**config.mk**
```make
export PLATFORM = sky130hd
export DESIGN_NAME = alu_result_stage_flat
export DESIGN_NICKNAME = d
export VERILOG_FILES = /design/src/rtl/alu_pkg.sv /design/src/rtl/alu_result_stage_if.sv /design/src/rtl/cond_eval.sv /design/src/rtl/alu_result_stage.sv /design/src/flat_wrapper.sv
export SDC_FILE = /design/constraint.sdc
export NUM_CORES = 1
export LEC_CHECK = 0
export ABC_AREA = 1
export CORE_MARGIN = 2
export CORE_UTILIZATION = 49
export CTS_CLUSTER_DIAMETER = 60
export DETAILED_ROUTE_END_ITERATION = 7
export PLACE_DENSITY = 0.9
export SLEW_MARGIN = 20
export SYNTH_ARGS = -nofsm -noshare
export SYNTH_HDL_FRONTEND = slang
export SYNTH_SLANG_ARGS = --single-unit
```
**constraint.sdc**
```tcl
create_clock -name clk -period 2 [get_ports clk]
set_input_delay 0.4 -clock clk [delete_from_list [all_inputs] [get_ports clk]]
set_output_delay 0.4 -clock clk [all_outputs]
set_load 0.01 [all_outputs]
```
**src/rtl/alu_pkg.sv**
```systemverilog
// Shared definitions for the ALU slice and its downstream stages.
package alu_pkg;

    localparam int unsigned WIDTH    = 5;
    localparam int unsigned ADDR_W   = 3;

    // Bit positions inside the packed {cf,sf,zf} flags vector
    localparam int unsigned FLAG_CF  = 2;
    localparam int unsigned FLAG_SF  = 1;
    localparam int unsigned FLAG_ZF  = 0;

    // Branch condition selector: [1:0] picks the flag, [COND_INV] inverts it
    localparam logic [1:0]  COND_ALWAYS = 2'b00;
    localparam logic [1:0]  COND_Z      = 2'b01;
    localparam logic [1:0]  COND_S      = 2'b10;
    localparam logic [1:0]  COND_C      = 2'b11;
    localparam int unsigned COND_INV    = 2;

    typedef struct packed {
        logic cf;
        logic sf;
        logic zf;
    } flags_t;

    // Bundle the three ALU flags in architectural order
    function automatic flags_t make_flags(input logic cf, input logic sf, input logic zf);
        flags_t f;
        f.cf = cf;
        f.sf = sf;
        f.zf = zf;
        return f;
    endfunction

endpackage

```
**src/rtl/alu_result_stage_if.sv**
```systemverilog
// Result-in / writeback-out handshake bundle of the ALU result stage.
interface alu_result_stage_if #(
    parameter int unsigned WIDTH  = alu_pkg::WIDTH,
    parameter int unsigned ADDR_W = alu_pkg::ADDR_W
);
    logic              in_valid;
    logic              in_ready;
    logic [WIDTH-1:0]  in_z;
    logic              in_cf;
    logic              in_sf;
    logic              in_zf;
    logic [ADDR_W-1:0] in_dest;
    logic              in_wflags;
    logic              out_valid;
    logic              out_ready;
    logic [WIDTH-1:0]  out_data;
    logic [ADDR_W-1:0] out_dest;

    // Environment side: ALU producer plus writeback consumer
    modport master (
        output in_valid, in_z, in_cf, in_sf, in_zf, in_dest, in_wflags, out_ready,
        input  in_ready, out_valid, out_data, out_dest
    );

    // Stage side
    modport slave (
        input  in_valid, in_z, in_cf, in_sf, in_zf, in_dest, in_wflags, out_ready,
        output in_ready, out_valid, out_data, out_dest
    );
endinterface

```
**src/rtl/cond_eval.sv**
```systemverilog
// Branch condition evaluation on a committed flags vector; shared with the branch unit.
module cond_eval
    import alu_pkg::*;
(
    input  logic [2:0] flags,
    input  logic [2:0] cond_sel,
    output logic       cond_true
);

    logic base;

    // Select the tested flag, then apply the optional inversion
    always_comb begin
        base = 1'b1;
        case (cond_sel[1:0])
            COND_ALWAYS: base = 1'b1;
            COND_Z:      base = flags[FLAG_ZF];
            COND_S:      base = flags[FLAG_SF];
            COND_C:      base = flags[FLAG_CF];
            default:     base = 1'b1;
        endcase
        cond_true = base ^ cond_sel[COND_INV];
    end

endmodule

```
**src/rtl/alu_result_stage.sv**
```systemverilog
// ALU result stage: 2-entry skid buffer toward writeback, flag commit on retire,
// and branch condition evaluation on the committed flags.
module alu_result_stage
    import alu_pkg::*;
#(
    parameter int unsigned WIDTH  = 5,
    parameter int unsigned ADDR_W = 3,
    parameter int unsigned DEPTH  = 2
)(
    input  logic                clk,
    input  logic                rst,
    alu_result_stage_if.slave   bus,
    output logic [2:0]          flags_q,
    input  logic [2:0]          cond_sel,
    output logic                cond_true
);

    localparam int unsigned CNT_W = $clog2(DEPTH + 1);

    logic [CNT_W-1:0]  count;
    logic              wr_ptr;
    logic              rd_ptr;
    logic [WIDTH-1:0]  data_mem   [2];
    logic [ADDR_W-1:0] dest_mem   [2];
    flags_t            flags_mem  [2];
    logic              wflags_mem [2];

    logic full;
    logic push;
    logic pop;

    // Handshake is derived from registered occupancy only; reset masks both sides
    assign full          = (count == CNT_W'(DEPTH));
    assign bus.in_ready  = ~rst & ~full;
    assign bus.out_valid = ~rst & (count != '0);
    assign bus.out_data  = data_mem[rd_ptr];
    assign bus.out_dest  = dest_mem[rd_ptr];

    assign push = bus.in_valid  & bus.in_ready;
    assign pop  = bus.out_valid & bus.out_ready;

    // Buffer storage, pointers, occupancy and architectural flags
    always_ff @(posedge clk) begin
        if (rst) begin
            count   <= '0;
            wr_ptr  <= 1'b0;
            rd_ptr  <= 1'b0;
            flags_q <= 3'b000;
            for (int i = 0; i < 2; i++) begin
                data_mem[i]   <= '0;
                dest_mem[i]   <= '0;
                flags_mem[i]  <= '0;
                wflags_mem[i] <= 1'b0;
            end
        end else begin
            if (push) begin
                data_mem[wr_ptr]   <= bus.in_z;
                dest_mem[wr_ptr]   <= bus.in_dest;
                flags_mem[wr_ptr]  <= make_flags(bus.in_cf, bus.in_sf, bus.in_zf);
                wflags_mem[wr_ptr] <= bus.in_wflags;
                wr_ptr             <= ~wr_ptr;
            end
            if (pop) begin
                rd_ptr <= ~rd_ptr;
                if (wflags_mem[rd_ptr]) begin
                    flags_q <= flags_mem[rd_ptr];
                end
            end
            case ({push, pop})
                2'b10:   count <= count + CNT_W'(1);
                2'b01:   count <= count - CNT_W'(1);
                default: count <= count;
            endcase
        end
    end

    cond_eval u_cond_eval (
        .flags     (flags_q),
        .cond_sel  (cond_sel),
        .cond_true (cond_true)
    );

endmodule

```
**src/flat_wrapper.sv**
```systemverilog
// flat-port wrapper written by rule: the top's interface ports become plain ports
module alu_result_stage_flat import alu_pkg::*;
#(
    parameter int unsigned WIDTH  = 5,
    parameter int unsigned ADDR_W = 3,
    parameter int unsigned DEPTH  = 2
)
  (clk, rst, flags_q, cond_sel, cond_true, bus_in_valid, bus_in_z, bus_in_cf, bus_in_sf, bus_in_zf, bus_in_dest, bus_in_wflags, bus_out_ready, bus_in_ready, bus_out_valid, bus_out_data, bus_out_dest);
  alu_result_stage_if #(.WIDTH(WIDTH), .ADDR_W(ADDR_W)) bus_i ();
  input  logic clk;
  input  logic rst;
  output logic [2:0] flags_q;
  input  logic [2:0] cond_sel;
  output logic cond_true;
  input wire logic [$bits(bus_i.in_valid)-1:0] bus_in_valid;
  input wire logic [$bits(bus_i.in_z)-1:0] bus_in_z;
  input wire logic [$bits(bus_i.in_cf)-1:0] bus_in_cf;
  input wire logic [$bits(bus_i.in_sf)-1:0] bus_in_sf;
  input wire logic [$bits(bus_i.in_zf)-1:0] bus_in_zf;
  input wire logic [$bits(bus_i.in_dest)-1:0] bus_in_dest;
  input wire logic [$bits(bus_i.in_wflags)-1:0] bus_in_wflags;
  input wire logic [$bits(bus_i.out_ready)-1:0] bus_out_ready;
  output wire logic [$bits(bus_i.in_ready)-1:0] bus_in_ready;
  output wire logic [$bits(bus_i.out_valid)-1:0] bus_out_valid;
  output wire logic [$bits(bus_i.out_data)-1:0] bus_out_data;
  output wire logic [$bits(bus_i.out_dest)-1:0] bus_out_dest;
  assign bus_i.in_valid = bus_in_valid;
  assign bus_i.in_z = bus_in_z;
  assign bus_i.in_cf = bus_in_cf;
  assign bus_i.in_sf = bus_in_sf;
  assign bus_i.in_zf = bus_in_zf;
  assign bus_i.in_dest = bus_in_dest;
  assign bus_i.in_wflags = bus_in_wflags;
  assign bus_i.out_ready = bus_out_ready;
  assign bus_in_ready = bus_i.in_ready;
  assign bus_out_valid = bus_i.out_valid;
  assign bus_out_data = bus_i.out_data;
  assign bus_out_dest = bus_i.out_dest;
  alu_result_stage #(.WIDTH(WIDTH), .ADDR_W(ADDR_W), .DEPTH(DEPTH)) u_core (.clk(clk), .rst(rst), .bus(bus_i), .flags_q(flags_q), .cond_sel(cond_sel), .cond_true(cond_true));
endmodule
```
Yosys cells after proc, flatten, opt, wreduce, memory -nomap -nowiden. Memory sizes are Yosys's and may differ from the RTL's. A register that Yosys moved wholly into a read port is not among the register bits. Index checks and enable logic that the tools add are counted.

Register bits after elaboration: 4. RAM bits: 24. Input port bits: 19. Output and inout bits: 14. Memories kept: 4.

Add/sub/neg operators: 2. Eq/ne operators: 6. Muxes and demuxes: 25. Bitwise operators: 9. Reduce and logical (&&, ||, !) cells: 8.

Memory list: u_core.data_mem (depth 2, bits a word 5, rd ports 1, clocked after Yosys merged registers in 1, wr ports 2, line alu_result_stage.sv:23) `logic [WIDTH-1:0] data_mem [2];`; u_core.dest_mem (depth 2, bits a word 3, rd ports 1, clocked after Yosys merged registers in 1, wr ports 2, line alu_result_stage.sv:24) `logic [ADDR_W-1:0] dest_mem [2];`; u_core.flags_mem (depth 2, bits a word 3, rd ports 1, clocked after Yosys merged registers in 1, wr ports 2, line alu_result_stage.sv:25) `flags_t flags_mem [2];`; u_core.wflags_mem (depth 2, bits a word 1, rd ports 1, clocked after Yosys merged registers in 1, wr ports 2, line alu_result_stage.sv:26) `logic wflags_mem [2];`.

Operator list (count): $mux W1 (20); $eq A2 B2 Y1 const B (4); $mux W3 (2); $reduce_or A3 Y1 (2); $mux W5 (1); $reduce_or A5 Y1 (1); $and A1 B1 Y1 (4); $eq A2 B1 Y1 const B (2); $not A1 Y1 (4); $pmux W1 S4 (1); $pmux W2 S2 (1); $reduce_bool A2 Y1 (2); $add A2 B1 Y2 const B (1); $logic_not A2 Y1 (1); $reduce_and A2 Y1 (1); $sub A2 B1 Y2 const B (1); $reduce_or A1 Y1 (1); $xor A1 B1 Y1 (1).

Depth between registers and ports, before layout.
Depth after elaboration: 9. Gate-level depth with buffers: 10. Gate-level depth less buffers: 10.

By module. From an unflattened synthesis, not the netlist that was laid out.

Cells, all modules: 171. Area, all modules: 1496.4 um2.

By module, submodules not included: alu_result_stage (instances 1, cells each 156, area each 1431.4 um2, sequential area each 880.8 um2); cond_eval (instances 1, cells each 15, area each 65.1 um2, sequential area each 0.0 um2).

Least setup slack after synthesis. OpenSTA, ideal clock, no wires.

Path type: reg-to-reg. Start point: reg u_core.count[0]. End point: mem u_core.data_mem[0][0], enable pin. Arrival: 1.212 ns. Path slack: 0.437 ns. Cell stages (with the launch flop): 6. Buffers on the path: 1. Cell sequence: dfxtp_1 inv_2 a21oi_4 nand3_4 buf_6 nand2_1.

RTL lines: start: declaration (line alu_result_stage.sv:20) `logic [CNT_W-1:0] count;`; start signal: assignment (line alu_result_stage.sv:70) `2'b10: count <= count + CNT_W'(1);`; start signal: assignment (line alu_result_stage.sv:71) `2'b01: count <= count - CNT_W'(1);`; start signal: assignment (line alu_result_stage.sv:72) `default: count <= count;`; end: declaration (line alu_result_stage.sv:23).

==> impl_results.md <==
* Row count at 19
* Skew final at 0.0131 ns
* DRT iter0 DRCs at 31
* Clk slew on worst S/H paths at ~0.09 ns
* Power density cells at 755 nW/um^2
* Share of post-route cells with drive strength above 1 at 0.128
* Syn avg cell area at 9.00 um^2
* Inserted Diodes at 0
* Slew @ Worst Pin at 0.230 ns
* Top-area cell type share of the netlist area at 0.491
* Vias at ~1200
* Synthesized area at roughly 1500 um^2
* CTS Buffer Depth at 2
* Hold Path End: u_core.count[0]$_SDFFE_PP0P_
* Placed Cells at between 200 and 250
* Clk_lat worst skew at around 0.33 ns
* CTS Sinks at 32
* Hpwl dp at about 2.1 mm
* Max-slew violations at 0
* Largest net degree at the start of global routing at 13
* Crit path kind: flip-flop to primary output
* R2R Path End: u_core.count[1]$_SDFFE_PP0P_
* Worst setup SP type: flip-flop
* Grt total ovfl at 0
* I/O Buffers at 32
* R2R Path Start: u_core.count[0]$_SDFFE_PP0P_
* Global-route wire length before repair at around 4.5 mm
* Period minus WS final at 1.92 ns
* 1st-pass router iterations at 4
* Post-CTS setup buffers at 0
* DRT Wirelength at around 2.9 mm
* Worst setup margin at 0.0829 ns
* Register area at ~880 um^2
* Die X-Extent at just under 60 um
* Htree depth at 2
* Min-delay src: u_core.count[0]$_SDFFE_PP0P_
* Status: complete, no violations
* Via density per instance at about 4.8
* R2r setup slk at approximately 0.43 ns
* MaxCap Viol Count at 0
* Antenna violations before repair at 0
* Total GRT Usage at 0.184
* Num CTS Buffers at 5
* # IOs at 33
* Vias in the first global route at 1151
* Number of fill cells at about 220
* Wire per inst at approximately 12 um
* ANT nets after route at 0
* Die ar. at around 3400 um^2
* Hold Path Class: flip-flop to flip-flop
* Final setup vio count at 0
* Unrepaired setup endpoints after global routing: false
* WHS Path Cells at 1
* Non-Filler Instances at between 200 and 250
* Cells after Synth at 163
* FF-to-FF path depth at 9
* Flop and latch count out of synthesis at 32
* Layout area overhead at 34.2%
* Hold slack at 0.540 ns
* Max Fclk at 0.522 GHz
* Area leader, netlist: edfxtp_1
* Relative slew slack at 0.847
* Syn. warnings at 0
* Worst VDD drop at 574 uV
* # DRC at 0
* Pleak at 0.914 nW
* Die height at between 50 and 60 um
* Crit path arrival time at roughly 1.5 ns
* Routability cong. at around 0.73
* Nets at 230
* Initial core utilization at 0.523
* Required time of the critical path at approximately 1.6 ns
* Crit path capture type: primary output
* Hold Fails Final Rpt at 0
* Place WS at -0.205 ns
* Core footprint at 2810 um^2
* Seq/Total Area, Yosys at 0.600
* Syn Nets at around 180
* Multi-input logic area at between 400 and 500 um^2
* TritonCTS clock tree: done
* Top cells by area, synth: edfxtp_1 49%, nand2_1 14%, dfxtp_1 11%
* Netlist cell types at 18
* Period utilisation layout at 0.959
* Worst Path Max Fanout at 10
* Root Buffer: clkbuf_4
-- routing by layer --
metal | wire length [um] | vias to the layer above | GRT usage
li1 | - | 596 | -
met1 | 1190 | 535 | 0.192
met2 | 1520 | 23 | 0.317
met3 | 84 | 8 | 0.0615
met4 | 75 | 0 | 0.110
met5 | 0 | - | 0
-- worst max-delay path by stage --
stage / start / end / cells after the start
2_1_floorplan: u_core.count[0]$_SDFFE_PP0P_ / u_core.data_mem[0][0]$_SDFFCE_PN0P_ / 5
3_3_place_gp: cond_sel[1] / cond_true / 8
3_5_place_dp: cond_sel[1] / cond_true / 8
4_1_cts: flip-flop / bus_out_dest[2] / 4
5_1_grt: cond_sel[1] / cond_true / 8
6_report: flip-flop / bus_out_dest[0] / 4
-- timing repair --
action                                 4_1_cts  5_1_grt
hold buffers                                 0        0
endpoints found under the hold margin        0        0
resized for setup                            4        2
setup endpoints to repair                   11        9
-- critical path: stages (launching register included) --
cell             delay (ns)
dfxtp_2                0.40
inv_4                  0.12
nand2_1                0.06
nand2_1                0.07
clkdlybuf4s50_1        0.53
-- sequential cells by signal, summed over array words and instances, names as in the netlist, named ones only --
signal / count
u_core.flags_mem: 6
u_core.wr_ptr: 1
u_core.count: 2
u_core.flags_q: 3
u_core.data_mem: 10
u_core.dest_mem: 6
u_core.wflags_mem: 2
u_core.rd_ptr: 1
-- through the flow --
stage                      util  total power (W)  area [um^2]  TNS, ns
final                     0.702          0.00149         1970        0
after global routing      0.702          0.00155         1970        0
after CTS                 0.701          0.00149         1970        0
after detailed placement  0.675          0.00104         1890   -0.237
after global placement    0.675          0.00103         1890   -0.200
after floorplan               -         0.000902         1470        0
-- placed cells by master, fill, tap and decap left out, types with 2 or more instances in the layout --
cell and count:
buf_4 10, edfxtp_1 24, a21oi_1 3, inv_1 21, dfxtp_1 7, nor2_1 34
o21ai_0 2, nor2_2 3, clkdlybuf4s50_1 29, nand2_1 54, dlygate4sd2_1 3, clkinv_1 2
nand3_4 2, clkbuf_4 5
-- synthesized netlist by cell type --
master and instances:
nand3_4 2, buf_6 2, nor2_2 3, dfxtp_1 8, nand3_2 1, nor2_1 34, inv_1 21, nand2_1 54
nor3b_1 1, a21oi_4 1, inv_2 2, buf_2 1, o21ai_0 3, nand3_1 1, nand3b_1 1, edfxtp_1 24
ha_1 1, a21oi_1 3
-- cell type report --
| cell class | instances | share of cell area |
|---|---|---|
| Sequential cell | 32 | 0.448 |
| Multi-Input combinational cell | 105 | 0.240 |
| Timing Repair Buffer | 43 | 0.209 |
| Inverter | 23 | 0.0451 |
| Tap cell | 31 | 0.0197 |
| Clock buffer | 5 | 0.0191 |
| Clock inverter | 3 | 0.0191 |
-- cells by family (layout without fill, tap and decap cells) --
| logic type | count (synthesis) | count (layout) | synth area share |
|---|---|---|---|
| buffers and inverters | 26 | 74 | 0.0776 |
| AO/OA/AOI/OAI | 7 | 7 | 0.0315 |
| flip-flops | 32 | 32 | 0.600 |
| adder cells (fa/ha/maj) | 1 | 1 | 0.00852 |
| AND/OR/NAND/NOR | 97 | 97 | 0.282 |
-- power breakdown --
group / leakage [nW] / switching, W / internal, W / total, W
sequential: 0.316 / 0.0000227 / 0.000759 / 0.000781
combinational: 0.557 / 0.000117 / 0.000121 / 0.000238
clock: 0.0403 / 0.000212 / 0.000255 / 0.000467
total: 0.914 / 0.000352 / 0.00113 / 0.00149
Note: power is estimated with default switching activity, not from simulation.
==> RTL edit (config.mk and constraints unchanged) <==
`DEPTH` is set to 2 in 2 places; all go to 4.
--- a/src/rtl/alu_result_stage.sv
+++ b/src/rtl/alu_result_stage.sv
@@ -6,5 +6,5 @@
     parameter int unsigned WIDTH  = 5,
     parameter int unsigned ADDR_W = 3,
-    parameter int unsigned DEPTH  = 2
+    parameter int unsigned DEPTH  = 4
 )(
     input  logic                clk,
--- a/src/flat_wrapper.sv
+++ b/src/flat_wrapper.sv
@@ -4,5 +4,5 @@
     parameter int unsigned WIDTH  = 5,
     parameter int unsigned ADDR_W = 3,
-    parameter int unsigned DEPTH  = 2
+    parameter int unsigned DEPTH  = 4
 )
   (clk, rst, flags_q, cond_sel, cond_true, bus_in_valid, bus_in_z, bus_in_cf, bus_in_sf, bus_in_zf, bus_in_dest, bus_in_wflags, bus_out_ready, bus_in_ready, bus_out_valid, bus_out_data, bus_out_dest);
Check against the original RTL: not equivalent (a bounded check fails within 4 cycles, from zero or initial values and one cycle with rst high).
==> RTL edit against the original RTL <==
  * Cell area up 7.2%
  * Sequential cell count increased by 1
  * Worst hold slack worse by 68 ps
  * Synthesized cell count up 5.5%
  * Wire length down 6.8%
  * Setup slack got worse by 12 ps
  * Total power is 6.5% higher
  * Core utilization decreased by 1.1 points
  * Area after synthesis up 7.2%
  * Critical path type is now input pin to output port
  * Critical endpoint is now bus_out_valid
  * Largest cell class unchanged
  * Highest routed layer unchanged
==> RTL edit: results (changes against the original RTL) <==
[outcome]
outcome=completed

[worst_setup_path]
cp_max_fo=3  ; -7
rrSetupSlack_ps=240  ; -190 ps
rr_endpoint=u_core.count[2]
critPathCapture=bus_out_valid
r2r.worst_path.cells=10  ; +1
critPathMaxStageDelay_ps=550  ; +20 ps

[yosys]
synth_area_leaders=edfxtp_1 (46%), dfxtp_1 (11%), nand2_1 (10%)
synth.yosys.seq_area_share_pct=57.28  ; -2.7 points
syn-num-nets=193  ; +5.5%
ys_types=24  ; +6
ys_top_cells_by_count=nand2_1 (42), nor2_1 (30), inv_1 (28), edfxtp_1 (24), nor2_2 (10)
synth_compound_area_share_pct=4.137  ; +0.98 points
avgSynthCellArea_um2=9.144  ; +1.6%
synth_fa_ha_area_share_pct=2.068  ; +1.2 points

[timing]
clock_skew_ps=7.358  ; -5.704 ps
whs_ps=472.0  ; -68.30 ps
slew_headroom_pct=82.96  ; -1.7 points
fin_ws_ps=71.35  ; -11.57 ps

[grt]
grt_pass1_vias=1078  ; -6.3%
met2_usage_pct=27.34  ; -4.4 points
grt.total_usage_pct=16.94  ; -1.4 points
gr-usage-met1_pct=21.56  ; +2.3 points
grt_first_pass_wirelength_um=4491  ; -1.2%

[routing]
met1Wirelength_um=1150  ; -3.4%
drtIter0Drc=25  ; -19%
met3_length_um=104  ; +24%
vias=1192  ; +2.6%
wl_per_cell_um=10.05  ; -15%
route.met2.wl_um=1364  ; -10%

[power_and_ir_drop]
max-vdd-ir-drop_mv=0.5341  ; -6.9%
leakagePower_nw=0.9688  ; +6.0%

[place]
routabilityCongestion=0.8394  ; +14%

[finish]
stdcell_count=266  ; +9.9%
fin_nets=243  ; +5.7%

-- RTL edit: cell types whose count changed in the layout (fill, tap and decap cells not counted), moves of 3 or more --
| cell | unedited run | this run |
|---|---|---|
| nor2_1 | 34 | 30 |
| nand4_1 | 0 | 3 |
| inv_1 | 21 | 28 |
| buf_4 | 10 | 15 |
| nand2_1 | 54 | 42 |
| nor2_2 | 3 | 10 |
-- RTL edit: power by group --
part,switching (mW),internal [mW],leakage [nW]
sequential,0.0309,0.787,0.326
combinational,0.148,0.154,0.602
clock,0.210,0.254,0.0410
total,0.389,1.19,0.969
-- RTL edit: final cells by class --
cell class | instances | area (µm²)
multi-input combinational | 105 | 520.5
inverter | 30 | 117.6
tap | 44 | 55.05
timing repair buffer | 47 | 436.7
sequential | 33 | 908.4
clock buffer | 5 | 37.54
clock inverter | 2 | 35.03
fill | 236 | 942.2
